`config.mk`:
```
export PLATFORM = sky130hd
export DESIGN_NAME = rtmq_alu_mc_flat
export DESIGN_NICKNAME = d
export VERILOG_FILES = /design/src/rtl/rtmq_alu_mc_if.sv /design/src/rtl/rtmq_alu_mc.sv /design/src/flat_wrapper.sv
export SDC_FILE = /design/constraint.sdc
export NUM_CORES = 2
export LEC_CHECK = 0
export CORE_MARGIN = 2
export CORE_UTILIZATION = 34
export DETAILED_ROUTE_END_ITERATION = 8
export SLEW_MARGIN = 25
export SYNTH_ARGS = -nofsm -noshare
export SYNTH_HDL_FRONTEND = slang
export SYNTH_SLANG_ARGS = --single-unit
```
`constraint.sdc`:
```
create_clock -name clk -period 4.49 [get_ports clk]
set_clock_uncertainty 0.1 [all_clocks]
set_input_delay 0.898 -clock clk [delete_from_list [all_inputs] [get_ports clk]]
set_output_delay 0.898 -clock clk [all_outputs]
set_load 0.02 [all_outputs]
```
`src/rtl/rtmq_alu_mc_if.sv`:
```
// Instruction/result bundle of the RTMQ multi-cycle ALU.
// Handshake: an instruction transfers on a rising clk edge where in_vld and
// in_rdy are both 1. The sender holds in_opc/in_rda/in_r0/in_r1/in_inv
// stable while in_vld is 1. in_rdy never depends on in_vld. out_vld is a
// one-cycle pulse with no back-pressure, and out_* read as zero when it is 0.
interface rtmq_alu_mc_if #(
   parameter int W_REG = 32,
   parameter int W_ADR = 8
);
   logic             in_vld;
   logic             in_rdy;
   logic [3:0]       in_opc;
   logic [W_ADR-1:0] in_rda;
   logic [W_REG-1:0] in_r0;
   logic [W_REG-1:0] in_r1;
   logic             in_inv;
   logic             out_vld;
   logic [W_REG-1:0] out_res;
   logic [W_REG-1:0] out_msk;
   logic [W_ADR-1:0] out_rda;
   logic             out_ovf;
   logic             busy;

   modport master (
      output in_vld, in_opc, in_rda, in_r0, in_r1, in_inv,
      input  in_rdy, out_vld, out_res, out_msk, out_rda, out_ovf, busy
   );

   modport slave (
      input  in_vld, in_opc, in_rda, in_r0, in_r1, in_inv,
      output in_rdy, out_vld, out_res, out_msk, out_rda, out_ovf, busy
   );
endinterface

```
`src/rtl/rtmq_alu_mc.sv`:
```
// RTMQ ALU: two-stage pipeline for single-cycle opcodes plus an iterative
// shift-add multiplier (one product bit per cycle) that stalls the input.
// Results leave as (res & mask, ~mask, rda) so the register file writes
// RD <= out_res | (RD & out_msk).
module rtmq_alu_mc #(
   parameter int W_REG  = 32,
   parameter int W_ADR  = 8,
   parameter int MUL_EN = 1
) (
   input  logic                clk,
   input  logic                rst_n,
   rtmq_alu_mc_if.slave        bus,
   output logic [1:0]          mul_state
);
   localparam int SH = $clog2(W_REG);

   localparam logic [3:0] OP_ADD = 4'h0, OP_AND = 4'h1, OP_XOR = 4'h2, OP_CLU = 4'h3;
   localparam logic [3:0] OP_CLS = 4'h4, OP_CEQ = 4'h5, OP_SGN = 4'h6, OP_SNE = 4'h7;
   localparam logic [3:0] OP_SMK = 4'h8, OP_MOV = 4'h9, OP_SLL = 4'hA, OP_SLA = 4'hB;
   localparam logic [3:0] OP_SLC = 4'hC, OP_REV = 4'hD, OP_MUL = 4'hE, OP_MLH = 4'hF;

   localparam logic [SH-1:0] CNT_LAST = SH'(W_REG - 1);

   typedef enum logic [1:0] {
      ST_IDLE = 2'd0,
      ST_RUN  = 2'd1,
      ST_DONE = 2'd2
   } mul_st_t;

   mul_st_t            state;
   logic               rdy_q;
   logic               busy_q;
   logic               accept;
   logic               in_is_mul;

   // stage 0: accepted single-cycle instruction
   logic               s0_vld;
   logic [3:0]         s0_opc;
   logic [W_ADR-1:0]   s0_rda;
   logic [W_REG-1:0]   s0_r0;
   logic [W_REG-1:0]   s0_r1;
   logic               s0_inv;

   // multiplier datapath: prod holds {partial high word, remaining multiplier bits}
   logic [W_REG-1:0]   mcand;
   logic [2*W_REG-1:0] prod;
   logic [SH-1:0]      cnt;
   logic               mul_hi;
   logic [W_ADR-1:0]   mul_rda;
   logic [W_REG:0]     mul_part;
   logic [W_REG-1:0]   mul_res;
   logic               mul_ovf;

   // single-cycle ALU result
   logic [W_REG-1:0]   alu_val;
   logic [W_REG-1:0]   alu_keep;
   logic               alu_ovf;
   logic               alu_wr;
   logic [W_REG-1:0]   add_sum;
   logic               add_ovf;
   logic               cmp_u;
   logic               cmp_s;
   logic [W_REG-1:0]   rev_r0;

   // shifter: left by s, or right by W_REG-s when r1 MSB is set
   logic [SH-1:0]      sh_s;
   logic               sh_left;
   logic [SH:0]        sh_amt;
   logic [W_REG-1:0]   sh_fill;
   logic [2*W_REG-1:0] sh_lv;
   logic [2*W_REG-1:0] sh_rv;
   logic [W_REG-1:0]   sh_res;

   // output registers
   logic               ovld_q;
   logic [W_REG-1:0]   ores_q;
   logic [W_REG-1:0]   omsk_q;
   logic [W_ADR-1:0]   orda_q;
   logic               oovf_q;

   // multiply opcodes only take the iterative path when the multiplier exists
   assign in_is_mul = (MUL_EN != 0) && (bus.in_opc[3:1] == 3'b111);
   assign accept    = bus.in_vld & rdy_q;

   // capture single-cycle instructions into stage 0
   always_ff @(posedge clk) begin
      if (!rst_n) begin
         s0_vld <= 1'b0;
         s0_opc <= '0;
         s0_rda <= '0;
         s0_r0  <= '0;
         s0_r1  <= '0;
         s0_inv <= 1'b0;
      end else begin
         s0_vld <= accept & ~in_is_mul;
         if (accept & ~in_is_mul) begin
            s0_opc <= bus.in_opc;
            s0_rda <= bus.in_rda;
            s0_r0  <= bus.in_r0;
            s0_r1  <= bus.in_r1;
            s0_inv <= bus.in_inv;
         end
      end
   end

   assign mul_part = {1'b0, prod[2*W_REG-1:W_REG]} + (prod[0] ? {1'b0, mcand} : '0);
   assign mul_res  = mul_hi ? prod[2*W_REG-1:W_REG] : prod[W_REG-1:0];
   assign mul_ovf  = ~mul_hi & (|prod[2*W_REG-1:W_REG]);

   // multiplier FSM; also owns in_rdy so the input stalls from accept to DONE
   always_ff @(posedge clk) begin
      if (!rst_n) begin
         state   <= ST_IDLE;
         rdy_q   <= 1'b0;
         busy_q  <= 1'b0;
         mcand   <= '0;
         prod    <= '0;
         cnt     <= '0;
         mul_hi  <= 1'b0;
         mul_rda <= '0;
      end else begin
         case (state)
            ST_IDLE: begin
               rdy_q <= 1'b1;
               if (accept && in_is_mul) begin
                  mcand   <= bus.in_r0;
                  prod    <= {{W_REG{1'b0}}, bus.in_r1};
                  cnt     <= '0;
                  mul_hi  <= bus.in_opc[0];
                  mul_rda <= bus.in_rda;
                  rdy_q   <= 1'b0;
                  busy_q  <= 1'b1;
                  state   <= ST_RUN;
               end
            end
            ST_RUN: begin
               prod <= {mul_part, prod[W_REG-1:1]};
               cnt  <= cnt + 1'b1;
               if (cnt == CNT_LAST) begin
                  busy_q <= 1'b0;
                  state  <= ST_DONE;
               end
            end
            ST_DONE: begin
               rdy_q <= 1'b1;
               state <= ST_IDLE;
            end
            default: state <= ST_IDLE;
         endcase
      end
   end

   assign add_sum = s0_r0 + s0_r1;
   assign add_ovf = (s0_r0[W_REG-1] == s0_r1[W_REG-1]) && (add_sum[W_REG-1] != s0_r0[W_REG-1]);
   assign cmp_u   = s0_r0 < s0_r1;
   assign cmp_s   = $signed(s0_r0) < $signed(s0_r1);

   assign sh_s    = s0_r1[SH-1:0];
   assign sh_left = ~s0_r1[W_REG-1];
   assign sh_amt  = (SH+1)'(W_REG) - {1'b0, sh_s};
   assign sh_lv   = {s0_r0, sh_fill} << sh_s;
   assign sh_rv   = {sh_fill, s0_r0} >> sh_amt;
   assign sh_res  = sh_left ? sh_lv[2*W_REG-1:W_REG] : sh_rv[W_REG-1:0];

   // bits shifted in: SLC recirculates r0, SLA sign-fills only on right shifts
   always_comb begin
      sh_fill = '0;
      case (s0_opc)
         OP_SLL:  sh_fill = {W_REG{s0_inv}};
         OP_SLC:  sh_fill = s0_r0;
         default: sh_fill = sh_left ? '0 : {W_REG{s0_r0[W_REG-1]}};
      endcase
   end

   // bit-order reversal of r0
   always_comb begin
      rev_r0 = '0;
      for (int i = 0; i < W_REG; i++) rev_r0[i] = s0_r0[W_REG-1-i];
   end

   // single-cycle opcode decode; MUL/MLH land here only without a multiplier
   always_comb begin
      alu_val  = '0;
      alu_keep = '1;
      alu_ovf  = 1'b0;
      alu_wr   = 1'b1;
      case (s0_opc)
         OP_ADD, OP_MUL, OP_MLH: begin
            alu_val = s0_inv ? -add_sum : add_sum;
            alu_ovf = add_ovf;
         end
         OP_AND: alu_val = s0_inv ? ~(s0_r0 & s0_r1) : (s0_r0 & s0_r1);
         OP_XOR: alu_val = s0_inv ? ~(s0_r0 ^ s0_r1) : (s0_r0 ^ s0_r1);
         OP_CLU: alu_val = {W_REG{cmp_u ^ s0_inv}};
         OP_CLS: alu_val = {W_REG{cmp_s ^ s0_inv}};
         OP_CEQ: alu_val = {W_REG{(s0_r0 == s0_r1) ^ s0_inv}};
         OP_SGN: alu_val = s0_r1[W_REG-1] ? -s0_r0 : s0_r0;
         OP_SNE: begin
            alu_val = s0_r0;
            if (!(s0_r1[W_REG-1] ^ s0_inv)) begin
               alu_keep = '0;
               alu_wr   = 1'b0;
            end
         end
         OP_SMK: begin
            alu_val  = s0_r0;
            alu_keep = s0_r1;
         end
         OP_MOV: alu_val = s0_inv ? ~s0_r1 : s0_r1;
         OP_SLL, OP_SLA, OP_SLC: alu_val = sh_res;
         OP_REV: alu_val = rev_r0;
         default: alu_val = '0;
      endcase
   end

   // result register: multiplier DONE and stage 0 never coincide because in_rdy is low
   always_ff @(posedge clk) begin
      if (!rst_n) begin
         ovld_q <= 1'b0;
         ores_q <= '0;
         omsk_q <= '0;
         orda_q <= '0;
         oovf_q <= 1'b0;
      end else if (state == ST_DONE) begin
         ovld_q <= 1'b1;
         ores_q <= mul_res;
         omsk_q <= '0;
         orda_q <= mul_rda;
         oovf_q <= mul_ovf;
      end else if (s0_vld) begin
         ovld_q <= 1'b1;
         ores_q <= alu_val & alu_keep;
         omsk_q <= ~alu_keep;
         orda_q <= alu_wr ? s0_rda : '0;
         oovf_q <= alu_ovf;
      end else begin
         ovld_q <= 1'b0;
         ores_q <= '0;
         omsk_q <= '0;
         orda_q <= '0;
         oovf_q <= 1'b0;
      end
   end

   assign bus.in_rdy  = rdy_q;
   assign bus.busy    = busy_q;
   assign bus.out_vld = ovld_q;
   assign bus.out_res = ores_q;
   assign bus.out_msk = omsk_q;
   assign bus.out_rda = orda_q;
   assign bus.out_ovf = oovf_q;
   assign mul_state   = state;
endmodule

```
`src/flat_wrapper.sv`:
```
// flat-port wrapper written by rule: the top's interface ports become plain ports
module rtmq_alu_mc_flat 
#(
   parameter int W_REG  = 32,
   parameter int W_ADR  = 8,
   parameter int MUL_EN = 1
)
  (clk, rst_n, mul_state, bus_in_vld, bus_in_opc, bus_in_rda, bus_in_r0, bus_in_r1, bus_in_inv, bus_in_rdy, bus_out_vld, bus_out_res, bus_out_msk, bus_out_rda, bus_out_ovf, bus_busy);
  rtmq_alu_mc_if #(.W_REG(W_REG), .W_ADR(W_ADR)) bus_i ();
  input  logic clk;
  input  logic rst_n;
  output logic [1:0] mul_state;
  input wire logic [$bits(bus_i.in_vld)-1:0] bus_in_vld;
  input wire logic [$bits(bus_i.in_opc)-1:0] bus_in_opc;
  input wire logic [$bits(bus_i.in_rda)-1:0] bus_in_rda;
  input wire logic [$bits(bus_i.in_r0)-1:0] bus_in_r0;
  input wire logic [$bits(bus_i.in_r1)-1:0] bus_in_r1;
  input wire logic [$bits(bus_i.in_inv)-1:0] bus_in_inv;
  output wire logic [$bits(bus_i.in_rdy)-1:0] bus_in_rdy;
  output wire logic [$bits(bus_i.out_vld)-1:0] bus_out_vld;
  output wire logic [$bits(bus_i.out_res)-1:0] bus_out_res;
  output wire logic [$bits(bus_i.out_msk)-1:0] bus_out_msk;
  output wire logic [$bits(bus_i.out_rda)-1:0] bus_out_rda;
  output wire logic [$bits(bus_i.out_ovf)-1:0] bus_out_ovf;
  output wire logic [$bits(bus_i.busy)-1:0] bus_busy;
  assign bus_i.in_vld = bus_in_vld;
  assign bus_i.in_opc = bus_in_opc;
  assign bus_i.in_rda = bus_in_rda;
  assign bus_i.in_r0 = bus_in_r0;
  assign bus_i.in_r1 = bus_in_r1;
  assign bus_i.in_inv = bus_in_inv;
  assign bus_in_rdy = bus_i.in_rdy;
  assign bus_out_vld = bus_i.out_vld;
  assign bus_out_res = bus_i.out_res;
  assign bus_out_msk = bus_i.out_msk;
  assign bus_out_rda = bus_i.out_rda;
  assign bus_out_ovf = bus_i.out_ovf;
  assign bus_busy = bus_i.busy;
  rtmq_alu_mc #(.W_REG(W_REG), .W_ADR(W_ADR), .MUL_EN(MUL_EN)) u_core (.clk(clk), .rst_n(rst_n), .bus(bus_i), .mul_state(mul_state));
endmodule
```
==> results.ini <==
[outcome]
status = finished clean

[power_and_ir_drop]
ir_drop_v = 0.000294
p_leak_nw = 11.0
p_per_area_mw_per_mm2 = 259

[die]
num_rows = 98
num_io_pins = 158
core_region_area_mm2 = 0.0716
start_util_pct = 34.4
die_width_um = 273
die_area_mm2 = 0.0746
die_h_um = 273

[setup_path]
cp_max_fo = 7
regToRegSetupSlack_ns = 0.19
critPathLaunchType = register
critPathKind = reg -> reg
crit_arrival_ns = 4.74
r2r_end = u_core.bus.out_res[28]$_SDFF_PN0_
critPathCaptureType = register
r2r-start = u_core.s0_r1[0]$_SDFFE_PN0P_
crit_required_ns = 4.93
r2r_cells = 14

[cts]
cts_made_buffers = 30
cts.sinks = 266
cts_hold_buf = 0
clkSlewWorstSetupHoldPaths_ns = 0.07
clockBufferDepth = 3
insertion_delay_ns = 0.61
cts_tree = built
post_cts_resize_count = 0
cts_max_level = 1
cts_root_buffer = clkbuf_16
post-cts-setup-buffer-count = 0

[final_layout]
area_delta_synth_final_pct = 18.4
final_area_mm2 = 0.0292
nNetsFinal = 3704
fin_cells = 4496
drive_above_1_share_pct = 11.7

[grt]
antenna_found_initial = 3
grt_first_pass_wirelength_um = 181000
gr-total-overflow = 0
grt_pass1_vias = 26069
grt.total_usage_pct = 32.3
grt_start_max_net_pins = 114

[min_path]
whs_endpoint = u_core.mcand[1]$_SDFFE_PN0P_
hold_path_depth = 2
hold_start = u_core.mcand[1]$_SDFFE_PN0P_
hp-class = reg -> reg

[sta]
setup_tns_ns = 0
slew_headroom_pct = 29.0
worst_pin_slew_ns = 1.06
setup_viol = 0
post-route-min-period_ns = 4.30
period_share_pct = 95.8
hold_violations = 0
whs_ns = 0.350
fmax_mhz = 232
slew_viol_final = 0
rsz0062_at_grt = no

[logic_synthesis]
synth_cell_type_count = 90
synth_ff_type = dfxtp_1
synth_fp_nets = 3614
synth_area_leaders = dfxtp_1 22%, nand2_1 8.9%, a21oi_1 7.3%, mux2i_1 6.3%, ha_1 5.1%
yosysWarnings = 0
syn_area_per_cell_um2 = 7.18
netlist_instances = 3431
synth_area_leader_cell = dfxtp_1
ys_seq_area_share_pct = 21.6
async_flop_share_pct = 0
synth_top_area_share_pct = 21.6
ys_seq_elements = 266
synth_enable_flop_cells = 0
synthesis.area_mm2 = 0.0246

[detailed_routing]
wirelength_um = 125000
postRouteAntennaNets = 0
drt_iter0_markers = 4271
first_pass_iters = 6
vias = 28679
drc_errors = 0
avgRoutedWirePerCell_um = 27.9
drt-vias-per-instance = 6.38

[flow_run]
maxCapViolCount = 0

[placed_design]
placed_cells = 4439
hpwlAfterDp_um = 93900
port_buffers = 157
gp_congestion = 1.02
placed_area_mm2 = 0.0281

==> state kept, by name, indices dropped and copies added, names as in the netlist, 5 cells and up <==
| register | flops |
|---|---|
| u_core.bus.out_msk | 32 |
| u_core.prod | 64 |
| u_core.s0_r0 | 32 |
| u_core.mul_rda | 8 |
| u_core.bus.out_rda | 8 |
| u_core.s0_r1 | 32 |
| u_core.mcand | 32 |
| u_core.cnt | 5 |
| u_core.s0_rda | 8 |
| u_core.bus.out_res | 32 |
==> final cells by class <==
type / instances / area (um^2)
inverter: 76 / 290
clock inverter: 14 / 190
timing repair buffer: 383 / 3340
multi-input combinational: 2764 / 18000
fill: 7581 / 42400
antenna: 1 / 2.50
sequential: 266 / 5340
tap: 950 / 1190
clock buffer: 42 / 867
==> cell families (layout without fill, tap and decap cells) <==
family,Yosys count,count (layout),share of synthesized area (%)
other,0,1,0
adders and majority gates,103,103,5.29
muxes,226,226,11.6
DFF,266,266,21.6
xor gates and xnor gates,120,120,4.30
buffers and inverters,401,515,6.23
and+or+nand+nor,1244,1244,22.6
AOI/OAI and AO/OA,1071,1071,28.4
==> critical path, cell delays in order, from the launching register on <==
cell	delay [ns]
dfxtp_4	0.36
ha_1	0.25
fa_1	0.41
nor2b_1	0.18
o21ai_2	0.23
buf_4	0.20
a21oi_1	0.07
xnor2_1	0.17
or3_1	0.55
nor3_2	0.22
nand3_1	0.18
or4_1	0.58
or4_1	0.42
a21o_1	0.20
o22ai_2	0.13
==> cell usage after synthesis (45+ instances only) <==
cell	count
nand2_1	584
a21oi_1	358
dfxtp_1	266
clkbuf_1	265
nor2_1	256
o21ai_0	167
mux2i_1	155
nand3_1	105
ha_1	101
inv_1	71
o211ai_1	70
xnor2_1	64
nor3_1	60
xor2_1	55
a211oi_1	45
==> power breakdown <==
part	leakage (nW)	internal, mW	switching (mW)
clock	0.512	1.58	1.11
sequential	2.16	2.42	0.0625
combinational	8.34	0.812	1.58
==> worst max path at each step <==
stage / from / end / slack, ns
global placement: u_core.s0_r1[1]$_SDFFE_PN0P_ / u_core.bus.out_res[28]$_SDFF_PN0_ / 0.07
detailed placement: u_core.s0_r1[1]$_SDFFE_PN0P_ / u_core.bus.out_res[28]$_SDFF_PN0_ / 0.12
global route: u_core.s0_r1[4]$_SDFFE_PN0P_ / u_core.bus.out_res[28]$_SDFF_PN0_ / 0.009
floorplan: u_core.s0_r1[3]$_SDFFE_PN0P_ / u_core.bus.out_res[28]$_SDFF_PN0_ / 0.003
CTS: u_core.s0_r1[1]$_SDFFE_PN0P_ / u_core.bus.out_res[28]$_SDFF_PN0_ / 0.06
finish: u_core.s0_r1[0]$_SDFFE_PN0P_ / u_core.bus.out_res[28]$_SDFF_PN0_ / 0.19
==> metal layers <==
layer | track usage [%] | vias up | part of all wire [%]
met1 | 43.4 | 13678 | 40
met2 | 47.1 | 1831 | 41
met3 | 7.59 | 407 | 11
met4 | 18.5 | 4 | 6.8
li1 | - | 12759 | -
met5 | 0 | - | 0.019
==> stage by stage <==
step / utilization (%) / power (mW) / setup WS [ns]
after global routing: 40.7 / 7.79 / 0.00911
after floorplan: - / 3.87 / 0.00331
final: 40.8 / 7.56 / 0.186
after global placement: 39.2 / 4.83 / 0.0674
after detailed placement: 39.2 / 4.82 / 0.120
after CTS: 40.7 / 7.49 / 0.0615
==> layout by cell type, fill, tap and decap left out, types with 71 or more instances in the layout <==
cell             instances
buf_4                  220
inv_1                   71
mux2i_1                155
clkdlybuf4s50_1        157
o21ai_0                165
ha_1                   100
nand2_1                584
a21oi_1                358
dfxtp_1                259
nand3_1                104
nor2_1                 253
Power figures use the tool's default switching activity.
